<file path="src/rtl/frv_asi_arb_if.sv">
// Bundle of the two requester ports and the shared ASI unit port of frv_asi_arb.
// The slave modport is the arbiter's view; master is the surrounding requesters/ASI unit.
interface frv_asi_arb_if #(
    parameter int unsigned XLEN  = 32,
    parameter int unsigned UOP_W = 7
);
    // Requester 0 (core execute stage)
    logic             req0_valid;
    logic [UOP_W-1:0] req0_uop;
    logic [XLEN-1:0]  req0_rs1;
    logic [XLEN-1:0]  req0_rs2;
    logic [1:0]       req0_shamt;
    logic             req0_ready;
    logic [XLEN-1:0]  req0_result;
    logic             req0_error;

    // Requester 1 (crypto co-master)
    logic             req1_valid;
    logic [UOP_W-1:0] req1_uop;
    logic [XLEN-1:0]  req1_rs1;
    logic [XLEN-1:0]  req1_rs2;
    logic [1:0]       req1_shamt;
    logic             req1_ready;
    logic [XLEN-1:0]  req1_result;
    logic             req1_error;

    // Shared ASI unit
    logic             asi_valid;
    logic [UOP_W-1:0] asi_uop;
    logic [XLEN-1:0]  asi_rs1;
    logic [XLEN-1:0]  asi_rs2;
    logic [1:0]       asi_shamt;
    logic             asi_ready;
    logic [XLEN-1:0]  asi_result;
    logic             asi_flush;

    modport slave (
        input  req0_valid, req0_uop, req0_rs1, req0_rs2, req0_shamt,
        output req0_ready, req0_result, req0_error,
        input  req1_valid, req1_uop, req1_rs1, req1_rs2, req1_shamt,
        output req1_ready, req1_result, req1_error,
        output asi_valid, asi_uop, asi_rs1, asi_rs2, asi_shamt, asi_flush,
        input  asi_ready, asi_result
    );

    modport master (
        output req0_valid, req0_uop, req0_rs1, req0_rs2, req0_shamt,
        input  req0_ready, req0_result, req0_error,
        output req1_valid, req1_uop, req1_rs1, req1_rs2, req1_shamt,
        input  req1_ready, req1_result, req1_error,
        input  asi_valid, asi_uop, asi_rs1, asi_rs2, asi_shamt, asi_flush,
        output asi_ready, asi_result
    );
endinterface

</file>
<file path="src/rtl/frv_asi_arb.sv">
// Round-robin arbiter/sequencer sharing one ASI (AES/SHA2/SHA3) unit between two requesters,
// with registered operands, registered per-requester results and a BUSY watchdog.
module frv_asi_arb #(
    parameter int unsigned XLEN    = 32,
    parameter int unsigned UOP_W   = 7,
    parameter int unsigned TIMEOUT = 15
) (
    input logic           g_clk,
    input logic           g_reset,
    frv_asi_arb_if.slave  bus
);

    localparam int unsigned CntW = (TIMEOUT > 1) ? $clog2(TIMEOUT) : 1;
    localparam logic [CntW-1:0] CntLast = CntW'((TIMEOUT > 0) ? TIMEOUT - 1 : 0);

    typedef enum logic [1:0] {StIdle, StBusy, StResp} state_t;

    state_t           state_q;
    logic             owner_q;
    logic             last_q;
    logic [CntW-1:0]  wd_cnt_q;

    logic             asi_valid_q;
    logic [UOP_W-1:0] asi_uop_q;
    logic [XLEN-1:0]  asi_rs1_q;
    logic [XLEN-1:0]  asi_rs2_q;
    logic [1:0]       asi_shamt_q;
    logic             asi_flush_q;

    logic             rdy0_q, rdy1_q;
    logic             err0_q, err1_q;
    logic [XLEN-1:0]  res0_q, res1_q;

    logic             gnt_any;
    logic             gnt_sel;
    logic [UOP_W-1:0] gnt_uop;
    logic [XLEN-1:0]  gnt_rs1;
    logic [XLEN-1:0]  gnt_rs2;
    logic [1:0]       gnt_shamt;
    logic             wd_fire;

    // On contention grant the requester that was not served last.
    always_comb begin
        gnt_any = bus.req0_valid | bus.req1_valid;
        gnt_sel = (bus.req0_valid & bus.req1_valid) ? ~last_q : bus.req1_valid;
        if (gnt_sel) begin
            gnt_uop   = bus.req1_uop;
            gnt_rs1   = bus.req1_rs1;
            gnt_rs2   = bus.req1_rs2;
            gnt_shamt = bus.req1_shamt;
        end else begin
            gnt_uop   = bus.req0_uop;
            gnt_rs1   = bus.req0_rs1;
            gnt_rs2   = bus.req0_rs2;
            gnt_shamt = bus.req0_shamt;
        end
    end

    assign wd_fire = (TIMEOUT != 0) && (wd_cnt_q == CntLast);

    always_ff @(posedge g_clk or posedge g_reset) begin
        if (g_reset) begin
            state_q     <= StIdle;
            owner_q     <= 1'b0;
            last_q      <= 1'b1;
            wd_cnt_q    <= '0;
            asi_valid_q <= 1'b0;
            asi_uop_q   <= '0;
            asi_rs1_q   <= '0;
            asi_rs2_q   <= '0;
            asi_shamt_q <= '0;
            asi_flush_q <= 1'b0;
            rdy0_q      <= 1'b0;
            rdy1_q      <= 1'b0;
            err0_q      <= 1'b0;
            err1_q      <= 1'b0;
            res0_q      <= '0;
            res1_q      <= '0;
        end else begin
            case (state_q)
                StIdle: begin
                    if (gnt_any) begin
                        owner_q     <= gnt_sel;
                        asi_uop_q   <= gnt_uop;
                        asi_rs1_q   <= gnt_rs1;
                        asi_rs2_q   <= gnt_rs2;
                        asi_shamt_q <= gnt_shamt;
                        wd_cnt_q    <= '0;
                        asi_valid_q <= 1'b1;
                        state_q     <= StBusy;
                    end
                end
                StBusy: begin
                    wd_cnt_q <= wd_cnt_q + 1'b1;
                    // A completion in the same cycle as the timeout takes priority.
                    if (bus.asi_ready) begin
                        if (owner_q) begin
                            res1_q <= bus.asi_result;
                            err1_q <= 1'b0;
                            rdy1_q <= 1'b1;
                        end else begin
                            res0_q <= bus.asi_result;
                            err0_q <= 1'b0;
                            rdy0_q <= 1'b1;
                        end
                        asi_valid_q <= 1'b0;
                        state_q     <= StResp;
                    end else if (wd_fire) begin
                        if (owner_q) begin
                            res1_q <= '0;
                            err1_q <= 1'b1;
                            rdy1_q <= 1'b1;
                        end else begin
                            res0_q <= '0;
                            err0_q <= 1'b1;
                            rdy0_q <= 1'b1;
                        end
                        asi_flush_q <= 1'b1;
                        asi_valid_q <= 1'b0;
                        state_q     <= StResp;
                    end
                end
                StResp: begin
                    rdy0_q      <= 1'b0;
                    rdy1_q      <= 1'b0;
                    asi_flush_q <= 1'b0;
                    last_q      <= owner_q;
                    state_q     <= StIdle;
                end
                default: begin
                    asi_valid_q <= 1'b0;
                    state_q     <= StIdle;
                end
            endcase
        end
    end

    assign bus.asi_valid   = asi_valid_q;
    assign bus.asi_uop     = asi_uop_q;
    assign bus.asi_rs1     = asi_rs1_q;
    assign bus.asi_rs2     = asi_rs2_q;
    assign bus.asi_shamt   = asi_shamt_q;
    assign bus.asi_flush   = asi_flush_q;
    assign bus.req0_ready  = rdy0_q;
    assign bus.req0_result = res0_q;
    assign bus.req0_error  = err0_q;
    assign bus.req1_ready  = rdy1_q;
    assign bus.req1_result = res1_q;
    assign bus.req1_error  = err1_q;

endmodule
</file>
<file path="src/flat_wrapper.sv">
// flat-port wrapper written by rule: the top's interface ports become plain ports
module frv_asi_arb_flat 
#(
    parameter int unsigned XLEN    = 32,
    parameter int unsigned UOP_W   = 7,
    parameter int unsigned TIMEOUT = 15
)
  (g_clk, g_reset, bus_req0_valid, bus_req0_uop, bus_req0_rs1, bus_req0_rs2, bus_req0_shamt, bus_req0_ready, bus_req0_result, bus_req0_error, bus_req1_valid, bus_req1_uop, bus_req1_rs1, bus_req1_rs2, bus_req1_shamt, bus_req1_ready, bus_req1_result, bus_req1_error, bus_asi_valid, bus_asi_uop, bus_asi_rs1, bus_asi_rs2, bus_asi_shamt, bus_asi_flush, bus_asi_ready, bus_asi_result);
  frv_asi_arb_if #(.XLEN(XLEN), .UOP_W(UOP_W)) bus_i ();
  input logic g_clk;
  input logic g_reset;
  input wire logic [$bits(bus_i.req0_valid)-1:0] bus_req0_valid;
  input wire logic [$bits(bus_i.req0_uop)-1:0] bus_req0_uop;
  input wire logic [$bits(bus_i.req0_rs1)-1:0] bus_req0_rs1;
  input wire logic [$bits(bus_i.req0_rs2)-1:0] bus_req0_rs2;
  input wire logic [$bits(bus_i.req0_shamt)-1:0] bus_req0_shamt;
  output wire logic [$bits(bus_i.req0_ready)-1:0] bus_req0_ready;
  output wire logic [$bits(bus_i.req0_result)-1:0] bus_req0_result;
  output wire logic [$bits(bus_i.req0_error)-1:0] bus_req0_error;
  input wire logic [$bits(bus_i.req1_valid)-1:0] bus_req1_valid;
  input wire logic [$bits(bus_i.req1_uop)-1:0] bus_req1_uop;
  input wire logic [$bits(bus_i.req1_rs1)-1:0] bus_req1_rs1;
  input wire logic [$bits(bus_i.req1_rs2)-1:0] bus_req1_rs2;
  input wire logic [$bits(bus_i.req1_shamt)-1:0] bus_req1_shamt;
  output wire logic [$bits(bus_i.req1_ready)-1:0] bus_req1_ready;
  output wire logic [$bits(bus_i.req1_result)-1:0] bus_req1_result;
  output wire logic [$bits(bus_i.req1_error)-1:0] bus_req1_error;
  output wire logic [$bits(bus_i.asi_valid)-1:0] bus_asi_valid;
  output wire logic [$bits(bus_i.asi_uop)-1:0] bus_asi_uop;
  output wire logic [$bits(bus_i.asi_rs1)-1:0] bus_asi_rs1;
  output wire logic [$bits(bus_i.asi_rs2)-1:0] bus_asi_rs2;
  output wire logic [$bits(bus_i.asi_shamt)-1:0] bus_asi_shamt;
  output wire logic [$bits(bus_i.asi_flush)-1:0] bus_asi_flush;
  input wire logic [$bits(bus_i.asi_ready)-1:0] bus_asi_ready;
  input wire logic [$bits(bus_i.asi_result)-1:0] bus_asi_result;
  assign bus_i.req0_valid = bus_req0_valid;
  assign bus_i.req0_uop = bus_req0_uop;
  assign bus_i.req0_rs1 = bus_req0_rs1;
  assign bus_i.req0_rs2 = bus_req0_rs2;
  assign bus_i.req0_shamt = bus_req0_shamt;
  assign bus_req0_ready = bus_i.req0_ready;
  assign bus_req0_result = bus_i.req0_result;
  assign bus_req0_error = bus_i.req0_error;
  assign bus_i.req1_valid = bus_req1_valid;
  assign bus_i.req1_uop = bus_req1_uop;
  assign bus_i.req1_rs1 = bus_req1_rs1;
  assign bus_i.req1_rs2 = bus_req1_rs2;
  assign bus_i.req1_shamt = bus_req1_shamt;
  assign bus_req1_ready = bus_i.req1_ready;
  assign bus_req1_result = bus_i.req1_result;
  assign bus_req1_error = bus_i.req1_error;
  assign bus_asi_valid = bus_i.asi_valid;
  assign bus_asi_uop = bus_i.asi_uop;
  assign bus_asi_rs1 = bus_i.asi_rs1;
  assign bus_asi_rs2 = bus_i.asi_rs2;
  assign bus_asi_shamt = bus_i.asi_shamt;
  assign bus_asi_flush = bus_i.asi_flush;
  assign bus_i.asi_ready = bus_asi_ready;
  assign bus_i.asi_result = bus_asi_result;
  frv_asi_arb #(.XLEN(XLEN), .UOP_W(UOP_W), .TIMEOUT(TIMEOUT)) u_core (.g_clk(g_clk), .g_reset(g_reset), .bus(bus_i));
endmodule
</file>
<file path="config.mk">
export PLATFORM = sky130hd
export DESIGN_NAME = frv_asi_arb_flat
export DESIGN_NICKNAME = d
export VERILOG_FILES = /design/src/rtl/frv_asi_arb_if.sv /design/src/rtl/frv_asi_arb.sv /design/src/flat_wrapper.sv
export SDC_FILE = /design/constraint.sdc
export NUM_CORES = 1
export LEC_CHECK = 0
export CAP_MARGIN = 30
export CORE_MARGIN = 5
export CORE_UTILIZATION = 35
export CTS_BUF_LIST = sky130_fd_sc_hd__clkbuf_4
export DETAILED_ROUTE_END_ITERATION = 12
export GPL_ROUTABILITY_DRIVEN = 0
export PLACE_DENSITY_LB_ADDON = 0.1
export SLEW_MARGIN = 20
export SYNTH_ARGS = -nofsm -noshare
export SYNTH_HDL_FRONTEND = slang
export SYNTH_SLANG_ARGS = --single-unit
</file>
<file path="constraint.sdc">
create_clock -name g_clk -period 7 [get_ports g_clk]
set_input_delay 1.4 -clock g_clk [delete_from_list [all_inputs] [get_ports g_clk]]
set_output_delay 1.4 -clock g_clk [all_outputs]
set_load 0.01 [all_outputs]
</file>
==> results of run 1 <==
-- cells by family (layout without fill, tap and decap cells) --
kind of cell	after synthesis	count (layout)
other	0	2
buffers and inverters	47	373
flip-flops	151	151
XOR/XNOR	1	1
multiplexers	77	77
AO/OA/AOI/OAI	166	166
adder cells (fa/ha/maj)	6	6
AND/OR/NAND/NOR	99	99
-- worst min path at each step --
stage / startpoint / end / depth (start not counted)
after detailed placement: u_core.bus.asi_rs2[12] / u_core.bus.asi_rs2[12] / 2
after floorplan: u_core.bus.asi_rs1[10] / u_core.bus.asi_rs1[10] / 2
after global routing: u_core.bus.req1_result[0] / u_core.bus.req1_result[0] / 1
final: u_core.bus.asi_rs2[22] / u_core.bus.asi_rs2[22] / 2
after CTS: u_core.bus.asi_rs2[12] / u_core.bus.asi_rs2[12] / 2
after global placement: u_core.bus.asi_uop[4] / u_core.bus.asi_uop[4] / 2
-- layout by cell type, fill, tap and decap left out, types with 3 or more instances in the layout --
master                            netlist  layout
sky130_fd_sc_hd__clkdlybuf4s50_1        0     325
sky130_fd_sc_hd__a21oi_1                8       8
sky130_fd_sc_hd__nor2_1                 3       3
sky130_fd_sc_hd__clkbuf_4               0      17
sky130_fd_sc_hd__nor2b_1                3       3
sky130_fd_sc_hd__nand2b_1               3       3
sky130_fd_sc_hd__inv_6                  0       8
sky130_fd_sc_hd__buf_4                  1       8
sky130_fd_sc_hd__o21ai_0               19      19
sky130_fd_sc_hd__dfrtp_1              150     150
sky130_fd_sc_hd__a22o_1                64      64
sky130_fd_sc_hd__ha_1                   6       6
sky130_fd_sc_hd__inv_1                  7       6
sky130_fd_sc_hd__and2_1                 3       3
sky130_fd_sc_hd__o21ai_1               61      60
sky130_fd_sc_hd__mux2i_1               76      76
sky130_fd_sc_hd__nand2_1               78      78
-- flip-flops by register name (all words and copies together) (netlist names) --
signal,cells
u_core.bus.asi_uop,7
u_core.bus.asi_shamt,2
u_core.bus.req0_result,32
u_core.bus.asi_rs1,32
u_core.state_q,2
u_core.bus.asi_flush,1
u_core.bus.req1_ready,1
u_core.bus.req0_ready,1
u_core.bus.asi_valid,1
u_core.bus.asi_rs2,32
u_core.owner_q,1
u_core.wd_cnt_q,4
u_core.bus.req1_result,32
u_core.bus.req0_error,1
u_core.bus.req1_error,1
u_core.last_q,1
-- critical path: cells and delay by family --
kind / cells / cell delay (ns)
multiplexers: 1 / 0.30
AO/OA/AOI/OAI: 2 / 0.71
buffers and inverters: 2 / 1.31
-- metal layers --
layer | vias up | global-route usage [%] | wire length (um)
met5 | - | 0 | 11
met3 | 22 | 7.88 | 1760
met2 | 229 | 32.3 | 10400
li1 | 2598 | - | -
met4 | 2 | 5.60 | 315
met1 | 2616 | 22.7 | 8170
-- synth_stat cells, types with 2 or more instances --
cell	n	share of area [%]
sky130_fd_sc_hd__a21oi_1	8	0.62
sky130_fd_sc_hd__a22o_1	64	8.7
sky130_fd_sc_hd__a2bb2oi_1	2	0.27
sky130_fd_sc_hd__and2_1	3	0.29
sky130_fd_sc_hd__and3_1	2	0.19
sky130_fd_sc_hd__buf_2	20	1.6
sky130_fd_sc_hd__buf_6	7	1.2
sky130_fd_sc_hd__clkbuf_1	11	0.64
sky130_fd_sc_hd__dfrtp_1	150	58
sky130_fd_sc_hd__ha_1	6	1.2
sky130_fd_sc_hd__inv_1	7	0.41
sky130_fd_sc_hd__mux2i_1	76	12
sky130_fd_sc_hd__nand2_1	78	4.5
sky130_fd_sc_hd__nand2b_1	3	0.29
sky130_fd_sc_hd__nand3_1	2	0.16
sky130_fd_sc_hd__nor2_1	3	0.17
sky130_fd_sc_hd__nor2b_1	3	0.29
sky130_fd_sc_hd__o21ai_0	19	1.5
sky130_fd_sc_hd__o21ai_1	61	4.7
sky130_fd_sc_hd__o21ai_2	2	0.27
sky130_fd_sc_hd__o221ai_1	2	0.27
-- metrics by stage --
step	utilization (%)	instances	hold WS (ns)
2_1_floorplan	-	547	0.514
3_3_place_gp	54.6	1069	0.467
3_5_place_dp	54.6	1069	0.477
4_1_cts	56.3	1101	0.508
5_1_grt	56.4	1104	0.526
6_report	56.4	1104	0.501
-- cell type report --
type / instances / area [um^2] / area share (%)
Antenna cell: 2 / 5.00 / 0.0492
Clock buffer: 17 / 128 / 1.25
Clock inverter: 15 / 176 / 1.73
Inverter: 7 / 31.3 / 0.308
Multi-Input combinational cell: 349 / 2420 / 23.8
Sequential cell: 151 / 3780 / 37.2
Tap cell: 229 / 287 / 2.82
Timing Repair Buffer: 334 / 3340 / 32.8
-- power groups by stage --
| stage | registers (W) | clock network [W] | logic, W |
|---|---|---|---|
| floorplan | 0.00169 | 0 | 0.000770 |
| global placement | 0.00153 | 0 | 0.00202 |
| detailed placement | 0.00154 | 0 | 0.00205 |
| CTS | 0.00153 | 0.000601 | 0.00206 |
| global route | 0.00158 | 0.000641 | 0.00219 |
| finish | 0.00153 | 0.000578 | 0.00202 |
==> out/qor.tcl, run 1 <==
set qor(finalSetupTns_ns) 0
set qor(final_layout_fill_cell_count) 1541
set qor(min-delay-path-class) {reg2reg}
set qor(worstSetupStartpointType) {input pin}
set qor(synth_async_sr_flop_share_pct) 100
set qor(power.density_nw_per_um2) 406
set qor(grt_overflow) 0
set qor(finalCriticalPeriod_ns) 3.40
set qor(clock_sink_count) 151
set qor(floorplan.initialDensity_pct) 35.8
set qor(mappedNetlistNets) 736
set qor(xor_xnor_portion_of_the_synthesized_cell_area_pct) 0.136
set qor(worstSetupEndpointType) {register}
set qor(std_cell_rows) 49
set qor(seq_power_share_pct) 37.1
set qor(synthDistinctLibCells) 39
set qor(tightest_slew_ns) 0.819
set qor(skew_ns) 0.0217
set qor(cts_resized) 0
set qor(startpoint_to_endpoint_class_of_the_critical_path) {in2reg}
set qor(timing.final.ws_setup_ns) 3.60
set qor(area_delta_synth_final_pct) 57.8
set qor(run_status) {finished, final reports clean}
set qor(ctsHtreeMaxLevel) 4
set qor(endpoint_of_the_worst_slack_reg_to_reg_timing_path) {u_core.bus.req0_result[15]}
set qor(holdBufCountCts) 0
set qor(max-vdd-ir-drop_uv) 205
set qor(die_w_um) 146
set qor(drt-vias-per-instance) 4.95
set qor(tritoncts) {yes}
set qor(post-cts-setup-buffer-count) 0
set qor(synthSimpleGateAreaFrac_pct) 6.62
set qor(synth.yosys.warnings) 0
set qor(register_bit_total_from_synthesis) 151
set qor(number_of_global_route_vias_before_repair) 5799
set qor(floorplan.io_pins) 326
set qor(antenna_found_initial) 3
set qor(timing.final.setup_violations) 0
set qor(netlist_instances) 547
set qor(drc_errors) 0
set qor(ant_nets) 0
set qor(worst_reg2reg_path_startpoint) {u_core.state_q[1]}
set qor(final_layout_size_suffix_gt1_share_pct) 5.73
set qor(cp-startpoint) {bus_req0_valid}
set qor(worstPathMaxFanout) 41
set qor(rsz0062_at_grt) {no}
set qor(die_y_um) 146
set qor(port-buffer-count) 325
set qor(clk_root_buffer_cell) {sky130_fd_sc_hd__clkbuf_4}
set qor(post_synth_instance_area_um2) 6440
set qor(floorplan.die_area_um2) 21200
set qor(place_hpwl_um) 15400
set qor(internal_power_w) 0.00263
set qor(critical_path_arrival_ns) 3.79
set qor(worst_path_max_delay_cell) {sky130_fd_sc_hd__buf_4}
set qor(maximum_capacitance_violations) 0
set qor(total_power_w) 0.00413
set qor(timing_max_transition_violations_final) 0
set qor(setup.reg_to_reg.worst_slack_ns) 4.53
set qor(syn-mean-instance-area_um2) 11.8
set qor(max_slew_headroom_pct) 45.4
set qor(wirelength_um) 20700
set qor(grt_pass1_wl_um) 32700
set qor(yosys-mux-area-fraction_pct) 12.0
set qor(sw_frac_of_total_pct) 36.4
set qor(synthAdderAreaFrac_pct) 1.16
set qor(placeableCoreArea_um2) 18000
set qor(nets) 1049
set qor(crit_path_cell_trace) {clkdlybuf4s50_1 -> a21bo_4 -> buf_4 -> mux2i_1 -> o21ai_0}
set qor(synth_compound_gate_area_share_pct) 17.5
set qor(p_switching_w) 0.00150
set qor(grt_start_max_net_pins) 103
set qor(power.leakage_nw) 4.62
set qor(grt.total_usage_pct) 19.2
set qor(min_period_over_period_pct) 48.6
set qor(pre_cts_slack_ns) 3.04
set qor(timing.critical_path.required_ns) 7.39
set qor(source_to_sink_clock_delay_at_the_later_pin_of_the_worst_skew_pair_ns) 0.54
set qor(routed-via-count) 5467
set qor(clk_path_buf_depth) 2
set qor(p_comb_share_pct) 48.9
set qor(worst-r2r-cell-count) 6
set qor(max_freq_mhz) 294
set qor(drtPass1Iterations) 4
set qor(critical_path.max_stage_delay_ns) 0.68
set qor(worst_setup_hold_path_clk_slew_ns) 0.14
set qor(worst_setup_path_endpoint) {u_core.bus.asi_rs1[2]}
set qor(synth_top_family_by_area) {compound AO/OA/AOI/OAI gates}
set qor(post-route-cell-area_um2) 10200
set qor(dr.first_iter.drc_count) 253
set qor(hold_violations) 0
set qor(synth_top_flop_cell) {sky130_fd_sc_hd__dfrtp_1}
set qor(placed_cell_area_um2) 9840
set qor(yosysSeqAreaShare_pct) 58.6
set qor(synth-edff-count) 0
set qor(route.detailed.wl_per_inst_um) 18.7
set qor(numCtsBuffers) 17
set qor(power_frac_clock_pct) 14.0
(Power assumes the default switching activity.)
==> run 2, diff against run 1 <==
Clock period 7 ns to 3.3 ns, I/O delays scaled along.
==> run 2 against run 1 <==
Against the previous run: sequential share of layout area fell by 0.21 points; count of clock-buffer cells in the layout did not move; non-clock buffer count rose by 5; register-to-register slack got worse by 3.3 ns; core utilization rose by 0.32 points; critical endpoint is now bus_asi_uop[5]; largest power group unchanged; highest routed layer is now met4.
==> out/qor.tcl, run 2 (synthesis results as in run 1) <==
set qor(run_status) {finished, final reports clean} ;# unchanged
set qor(floorplan.io_pins) 326 ;# unchanged
set qor(worst_reg2reg_path_startpoint) {u_core.state_q[1]} ;# unchanged
set qor(tritoncts) {yes} ;# unchanged
set qor(worstSetupEndpointType) {output port} ;# was register
set qor(port-buffer-count) 325 ;# unchanged
set qor(finalCriticalPeriod_ns) 2.20
set qor(nets) 1054 ;# was 1,049
set qor(route.detailed.wl_per_inst_um) 18.7 ;# about the same
set qor(final_layout_fill_cell_count) 1496 ;# was 1,541
set qor(drt-vias-per-instance) 4.93 ;# was 4.95
set qor(endpoint_of_the_worst_slack_reg_to_reg_timing_path) {u_core.bus.req0_result[13]} ;# was u_core.bus.req0_result[15]
set qor(ctsHtreeMaxLevel) 4 ;# unchanged
set qor(placeableCoreArea_um2) 18000 ;# unchanged
set qor(die_w_um) 146 ;# unchanged
set qor(drtPass1Iterations) 4 ;# unchanged
set qor(tightest_slew_ns) 0.648 ;# was 0.819 ns
set qor(place_hpwl_um) 15600 ;# was 15,400 um
set qor(std_cell_rows) 49 ;# unchanged
set qor(post-cts-setup-buffer-count) 0 ;# unchanged
set qor(die_y_um) 146 ;# unchanged
set qor(worstSetupStartpointType) {register} ;# was input pin
set qor(min-delay-path-class) {reg2reg} ;# unchanged
set qor(skew_ns) 0.0226 ;# was 0.0217 ns
set qor(cp-startpoint) {u_core.bus.asi_uop[5]} ;# was bus_req0_valid
set qor(clk_path_buf_depth) 2 ;# unchanged
set qor(final_cell_mix) {sky130_fd_sc_hd__clkdlybuf4s50_1 (325), sky130_fd_sc_hd__dfrtp_1 (150), sky130_fd_sc_hd__nand2_1 (78), sky130_fd_sc_hd__mux2i_1 (76), sky130_fd_sc_hd__a22o_1 (64)} ;# unchanged
set qor(hold_violations) 0 ;# unchanged
set qor(critPathTopFamily) {buffers and inverters} ;# unchanged
set qor(finalSetupTns_ns) 0 ;# unchanged
set qor(cts_resized) 0 ;# unchanged
set qor(grt_pass1_wl_um) 32900 ;# was 32,700 um
set qor(path_buf_inv) 1 ;# was 2
set qor(source_to_sink_clock_delay_at_the_later_pin_of_the_worst_skew_pair_ns) 0.54 ;# about the same
set qor(worst-r2r-cell-count) 6 ;# unchanged
set qor(rsz0062_at_grt) {no} ;# unchanged
set qor(dr.first_iter.drc_count) 249 ;# was 253
set qor(power.density_nw_per_um2) 859 ;# was 406 nW/um^2
set qor(min_period_over_period_pct) 66.7
set qor(worst_setup_path_endpoint) {bus_asi_uop[5]} ;# was u_core.bus.asi_rs1[2]
set qor(worst_setup_hold_path_clk_slew_ns) 0.13 ;# was 0.14 ns
set qor(timing_max_transition_violations_final) 0 ;# unchanged
set qor(grt_start_max_net_pins) 118 ;# was 103
set qor(crit_path_cell_trace) {clkdlybuf4s50_1} ;# was clkdlybuf4s50_1 -> a21bo_4 -> buf_4 -> mux2i_1 -> o21ai_0
set qor(setup.reg_to_reg.worst_slack_ns) 1.22 ;# was 4.53 ns
set qor(worstSetupPathDepth) 1 ;# was 5
set qor(floorplan.die_area_um2) 21200 ;# unchanged
set qor(floorplan.initialDensity_pct) 35.8 ;# unchanged
set qor(timing.final.setup_violations) 0 ;# unchanged
set qor(drc_errors) 0 ;# unchanged
set qor(startpoint_to_endpoint_class_of_the_critical_path) {reg2out} ;# was in2reg
set qor(max-vdd-ir-drop_uv) 424 ;# was 205 uV
set qor(power.leakage_nw) 4.65 ;# was 4.62 nW
set qor(max_slew_headroom_pct) 56.8 ;# was 45.4%
set qor(routed-via-count) 5457 ;# was 5,467
set qor(mostFrequentLayoutCell) {sky130_fd_sc_hd__clkdlybuf4s50_1} ;# unchanged
set qor(maximum_capacitance_violations) 0 ;# unchanged
set qor(numCtsBuffers) 17 ;# unchanged
set qor(worstPathMaxFanout) 2 ;# was 41
set qor(critical_path.max_stage_delay_ns) 0.63 ;# was 0.68 ns
set qor(total_power_w) 0.00879 ;# was 0.00413 W
set qor(holdBufCountCts) 0 ;# unchanged
set qor(timing.critical_path.required_ns) 2.64 ;# was 7.39 ns
set qor(ant_nets) 0 ;# unchanged
set qor(worst_path_max_delay_cell) {sky130_fd_sc_hd__clkdlybuf4s50_1} ;# was sky130_fd_sc_hd__buf_4
set qor(number_of_global_route_vias_before_repair) 5853 ;# was 5,799
set qor(final_layout_size_suffix_gt1_share_pct) 6.26 ;# was 5.73%
set qor(critical_path_arrival_ns) 1.54 ;# was 3.79 ns
set qor(max_freq_mhz) 454
set qor(area_delta_synth_final_pct) 58.7 ;# was 57.8%
set qor(grt_overflow) 0 ;# unchanged
set qor(clk_root_buffer_cell) {sky130_fd_sc_hd__clkbuf_4} ;# unchanged
set qor(antenna_found_initial) 1 ;# was 3
set qor(grt.total_usage_pct) 19.4 ;# was 19.2%
set qor(wirelength_um) 20700 ;# about the same
set qor(clock_sink_count) 151 ;# unchanged
==> run 2: worst min-delay path by stage <==
| stage | from | endpoint | slack (ns) | cells past startpoint |
|---|---|---|---|---|
| CTS | u_core.bus.asi_uop[4] | u_core.bus.asi_uop[4] | 0.50 | 2 |
| global placement | u_core.bus.asi_rs1[1] | u_core.bus.asi_rs1[1] | 0.46 | 2 |
| global route | u_core.bus.asi_uop[4] | u_core.bus.asi_uop[4] | 0.51 | 2 |
| floorplan | u_core.bus.asi_rs1[10] | u_core.bus.asi_rs1[10] | 0.51 | 2 |
| finish | u_core.bus.asi_uop[4] | u_core.bus.asi_uop[4] | 0.50 | 2 |
| detailed placement | u_core.bus.asi_uop[4] | u_core.bus.asi_uop[4] | 0.47 | 2 |
==> run 2: area by class of cell <==
type	count	area, um^2	area share [%]
inverter	7	30.0	0.294
tap	229	287	2.80
sequential	151	3780	36.9
antenna	1	2.50	0.0245
timing repair buffer	339	3400	33.2
multi-input combinational	349	2420	23.7
clock inverter	15	183	1.79
clock buffer	17	128	1.25
==> run 2: per-stage QoR <==
| step | cell area, um^2 | std cells | util (%) | worst slack [ns] | hold slack, ns |
|---|---|---|---|---|---|
| floorplan | 6450 | 547 | - | 0.738 | 0.514 |
| global placement | 9920 | 1075 | 55.0 | 0.671 | 0.463 |
| detailed placement | 9920 | 1075 | 55.0 | 0.584 | 0.470 |
| CTS | 10200 | 1107 | 56.7 | 1.02 | 0.501 |
| global route | 10200 | 1108 | 56.8 | 0.992 | 0.515 |
| finish | 10200 | 1108 | 56.8 | 1.10 | 0.495 |
==> run 2: power breakdown <==
part           switching (W)  internal [W]  total [W]
Clock               0.000794      0.000422    0.00122
Sequential          0.000535       0.00272    0.00326
Combinational        0.00192       0.00240    0.00432
==> run 2: metal layers <==
metal	up-vias	part of all wire (%)	track usage, %	wire length, um
met5	-	0	0	0
met4	0	1.8	5.69	364
met3	22	9.5	8.00	1970
met2	249	49	32.3	10300
met1	2588	39	22.9	8140
li1	2598	-	-	-
==> run 3, diff against run 2 <==
Clock period 3.3 ns to 1.92 ns, I/O delays scaled along.
==> run 3 against run 2 <==
Against the previous run: global-route usage fell by 0.20 points; final area rose by 1.6%; via count rose by 1.1%; core utilization is 0.89 points higher; critical path depth is the same; sequential power up 70%; clock power increased by 55%; worst hold slack worse by 0.38 ns; first-iteration DRC count down 16%; non-clock buffer count rose by 19; routed wire length is 0.27% lower; critical endpoint is now bus_req1_result[19].
==> out/qor.tcl, run 3 (synthesis results as in run 1) <==
set qor(floorplan.initialDensity_pct) 35.8 ;# unchanged
set qor(floorplan.die_area_um2) 21200 ;# unchanged
set qor(worstSetupStartpointType) {register} ;# unchanged
set qor(regArea_um2) 3780 ;# unchanged
set qor(port-buffer-count) 325 ;# unchanged
set qor(power_frac_clock_pct) 13.1 ;# was 13.8%
set qor(die_w_um) 146 ;# unchanged
set qor(pre_cts_slack_ns) 0.000312 ;# was 0.584 ns
set qor(startpoint_to_endpoint_class_of_the_critical_path) {reg2out} ;# unchanged
set qor(area_delta_synth_final_pct) 61.2 ;# was 58.7%
set qor(run_status) {finished, final reports clean} ;# unchanged
set qor(worst_path_max_delay_cell) {sky130_fd_sc_hd__clkdlybuf4s50_1} ;# unchanged
set qor(cp-startpoint) {u_core.bus.req1_result[19]} ;# was u_core.bus.asi_uop[5]
set qor(max_slew_headroom_pct) 67.2 ;# was 56.8%
set qor(grt_pass1_wl_um) 32600 ;# was 32,900 um
set qor(source_to_sink_clock_delay_at_the_later_pin_of_the_worst_skew_pair_ns) 0.55 ;# was 0.54 ns
set qor(route.detailed.wl_per_inst_um) 18.4 ;# was 18.7 um
set qor(drtPass1Iterations) 4 ;# unchanged
set qor(sw_frac_of_total_pct) 37.9 ;# was 37.0%
set qor(grt.total_usage_pct) 19.2 ;# was 19.4%
set qor(min_period_over_period_pct) 95.8
set qor(timing_max_transition_violations_final) 0 ;# unchanged
set qor(final_cell_mix) {sky130_fd_sc_hd__clkdlybuf4s50_1 (188), sky130_fd_sc_hd__dfrtp_1 (150), sky130_fd_sc_hd__dlygate4sd2_1 (103), sky130_fd_sc_hd__nand2_1 (78), sky130_fd_sc_hd__mux2i_1 (76)} ;# was sky130_fd_sc_hd__clkdlybuf4s50_1 (325), sky130_fd_sc_hd__dfrtp_1 (150), sky130_fd_sc_hd__nand2_1 (78), sky130_fd_sc_hd__mux2i_1 (76), sky130_fd_sc_hd__a22o_1 (64)
set qor(finalCriticalPeriod_ns) 1.84
set qor(ctsHtreeMaxLevel) 4 ;# unchanged
set qor(crit_path_cell_trace) {clkdlybuf4s50_1} ;# unchanged
set qor(grt_start_max_net_pins) 57 ;# was 118
set qor(non_filler_instance_count_after_layout) 1127 ;# was 1,108
set qor(tightest_slew_ns) 0.492 ;# was 0.648 ns
set qor(worst_setup_hold_path_clk_slew_ns) 0.13 ;# about the same
set qor(multi_input_area_um2) 2420 ;# unchanged
set qor(place_hpwl_um) 16000 ;# was 15,600 um
set qor(mostFrequentLayoutCell) {sky130_fd_sc_hd__clkdlybuf4s50_1} ;# unchanged
set qor(worst-r2r-cell-count) 6 ;# unchanged
set qor(critical_path.max_stage_delay_ns) 0.54 ;# was 0.63 ns
set qor(worstSetupPathDepth) 1 ;# unchanged
set qor(drt-vias-per-instance) 4.89 ;# was 4.93
set qor(holdBufCountCts) 0 ;# unchanged
set qor(critical_path_arrival_ns) 1.45 ;# was 1.54 ns
set qor(std_cell_rows) 49 ;# unchanged
set qor(drc_errors) 0 ;# unchanged
set qor(antenna_found_initial) 1 ;# unchanged
set qor(power.density_nw_per_um2) 1390 ;# was 859 nW/um^2
set qor(postLayoutCoreUtil_pct) 57.6 ;# was 56.8%
set qor(critPathTopFamily) {buffers and inverters} ;# unchanged
set qor(grt_overflow) 0 ;# unchanged
set qor(min-delay-path-class) {in2async} ;# was reg2reg
set qor(seq_power_share_pct) 38.4 ;# was 37.0%
set qor(final.hold.worst_slack_ns) 0.117 ;# was 0.495 ns
set qor(power.leakage_nw) 5.42 ;# was 4.65 nW
set qor(clk_root_buffer_cell) {sky130_fd_sc_hd__clkbuf_4} ;# unchanged
set qor(final_layout_size_suffix_gt1_share_pct) 8.25 ;# was 6.26%
set qor(p_comb_share_pct) 48.5 ;# was 49.1%
set qor(path_buf_inv) 1 ;# unchanged
set qor(numCtsBuffers) 17 ;# unchanged
set qor(worstPathMaxFanout) 2 ;# unchanged
set qor(maximum_capacitance_violations) 0 ;# unchanged
set qor(worst_reg2reg_path_startpoint) {u_core.state_q[0]} ;# was u_core.state_q[1]
set qor(worstSetupEndpointType) {output port} ;# unchanged
set qor(timing.final.ws_setup_ns) 0.0814 ;# was 1.10 ns
set qor(timing.critical_path.required_ns) 1.54 ;# was 2.64 ns
set qor(skew_ns) 0.0183 ;# was 0.0226 ns
set qor(ant_nets) 0 ;# unchanged
set qor(hold_violations) 0 ;# unchanged
set qor(setup.reg_to_reg.worst_slack_ns) 0.16 ;# was 1.22 ns
set qor(routed-via-count) 5516 ;# was 5,457
set qor(max-vdd-ir-drop_uv) 761 ;# was 424 uV
set qor(clock_sink_count) 151 ;# unchanged
set qor(endpoint_of_the_worst_slack_reg_to_reg_timing_path) {u_core.bus.asi_rs1[6]} ;# was u_core.bus.req0_result[13]
set qor(tritoncts) {yes} ;# unchanged
set qor(timing.final.setup_violations) 0 ;# unchanged
set qor(clk_path_buf_depth) 2 ;# unchanged
set qor(internal_power_w) 0.00897 ;# was 0.00554 W
set qor(max_freq_mhz) 544
set qor(number_of_global_route_vias_before_repair) 5902 ;# was 5,853
set qor(dr.first_iter.drc_count) 209 ;# was 249
set qor(die_y_um) 146 ;# unchanged
set qor(placeableCoreArea_um2) 18000 ;# unchanged
set qor(nets) 1073 ;# was 1,054
set qor(wirelength_um) 20700 ;# about the same
set qor(p_switching_w) 0.00546 ;# was 0.00325 W
set qor(final_layout_fill_cell_count) 1568 ;# was 1,496
set qor(place.detailed.instances) 1088 ;# was 1,075
set qor(floorplan.io_pins) 326 ;# unchanged
==> run 3: changes by cell type in the layout (fill, tap and decap cells not counted), sizes merged, moves of 2 or more <==
cell	before	now
buf	14	33
clkdlybuf4s50	325	188
dlygate4sd2	0	103
dlymetal6s2s	0	34
inv	14	12
==> run 3: cell type report <==
cell class | instances | share of cell area [%]
Antenna cell | 1 | 0.0241
Clock buffer | 17 | 1.23
Clock inverter | 15 | 1.38
Inverter | 7 | 0.289
Multi-Input combinational cell | 349 | 23.3
Sequential cell | 151 | 36.4
Tap cell | 229 | 2.76
Timing Repair Buffer | 358 | 34.6
==> run 3: timing repair <==
item / in CTS / in global routing
setup buffers: 1 / 5
cloned: 0 / 0
gates resized for setup: 103 / 34
endpoints found under the setup margin: 103 / 37
pin swaps: 0 / 0
==> run 3: worst max path at each step <==
stage	endpoint	slack [ns]
6_report	bus_req1_result[19]	0.08
5_1_grt	bus_req0_result[22]	-0.02
4_1_cts	bus_asi_rs2[19]	0.0002
3_5_place_dp	u_core.bus.asi_rs1[6]	0.0003
3_3_place_gp	u_core.bus.asi_rs1[6]	0.07
2_1_floorplan	u_core.bus.asi_flush	-0.37
==> run 3: power by group through the flow <==
stage | clock network, W | logic [W] | registers, W
detailed placement | 0 | 0.00783 | 0.00563
floorplan | 0 | 0.00281 | 0.00618
global route | 0.00211 | 0.00767 | 0.00573
global placement | 0 | 0.00771 | 0.00559
finish | 0.00189 | 0.00700 | 0.00554
CTS | 0.00198 | 0.00715 | 0.00556
==> run 3: metal layers <==
layer	vias up	global-route usage (%)	part of all wire, %
met4	0	6.11	1.9
li1	2641	-	-
met5	-	0	0
met2	248	33.7	51
met3	29	7.16	8.9
met1	2598	21.5	38
==> run 3: metrics by stage <==
stage | power [W] | instance area [um^2] | TNS (ns)
floorplan | 0.00899 | 6450 | -54.92
global placement | 0.0133 | 10100 | 0
detailed placement | 0.0135 | 10100 | 0
CTS | 0.0147 | 10300 | 0
global route | 0.0155 | 10400 | -0.0383
finish | 0.0144 | 10400 | 0
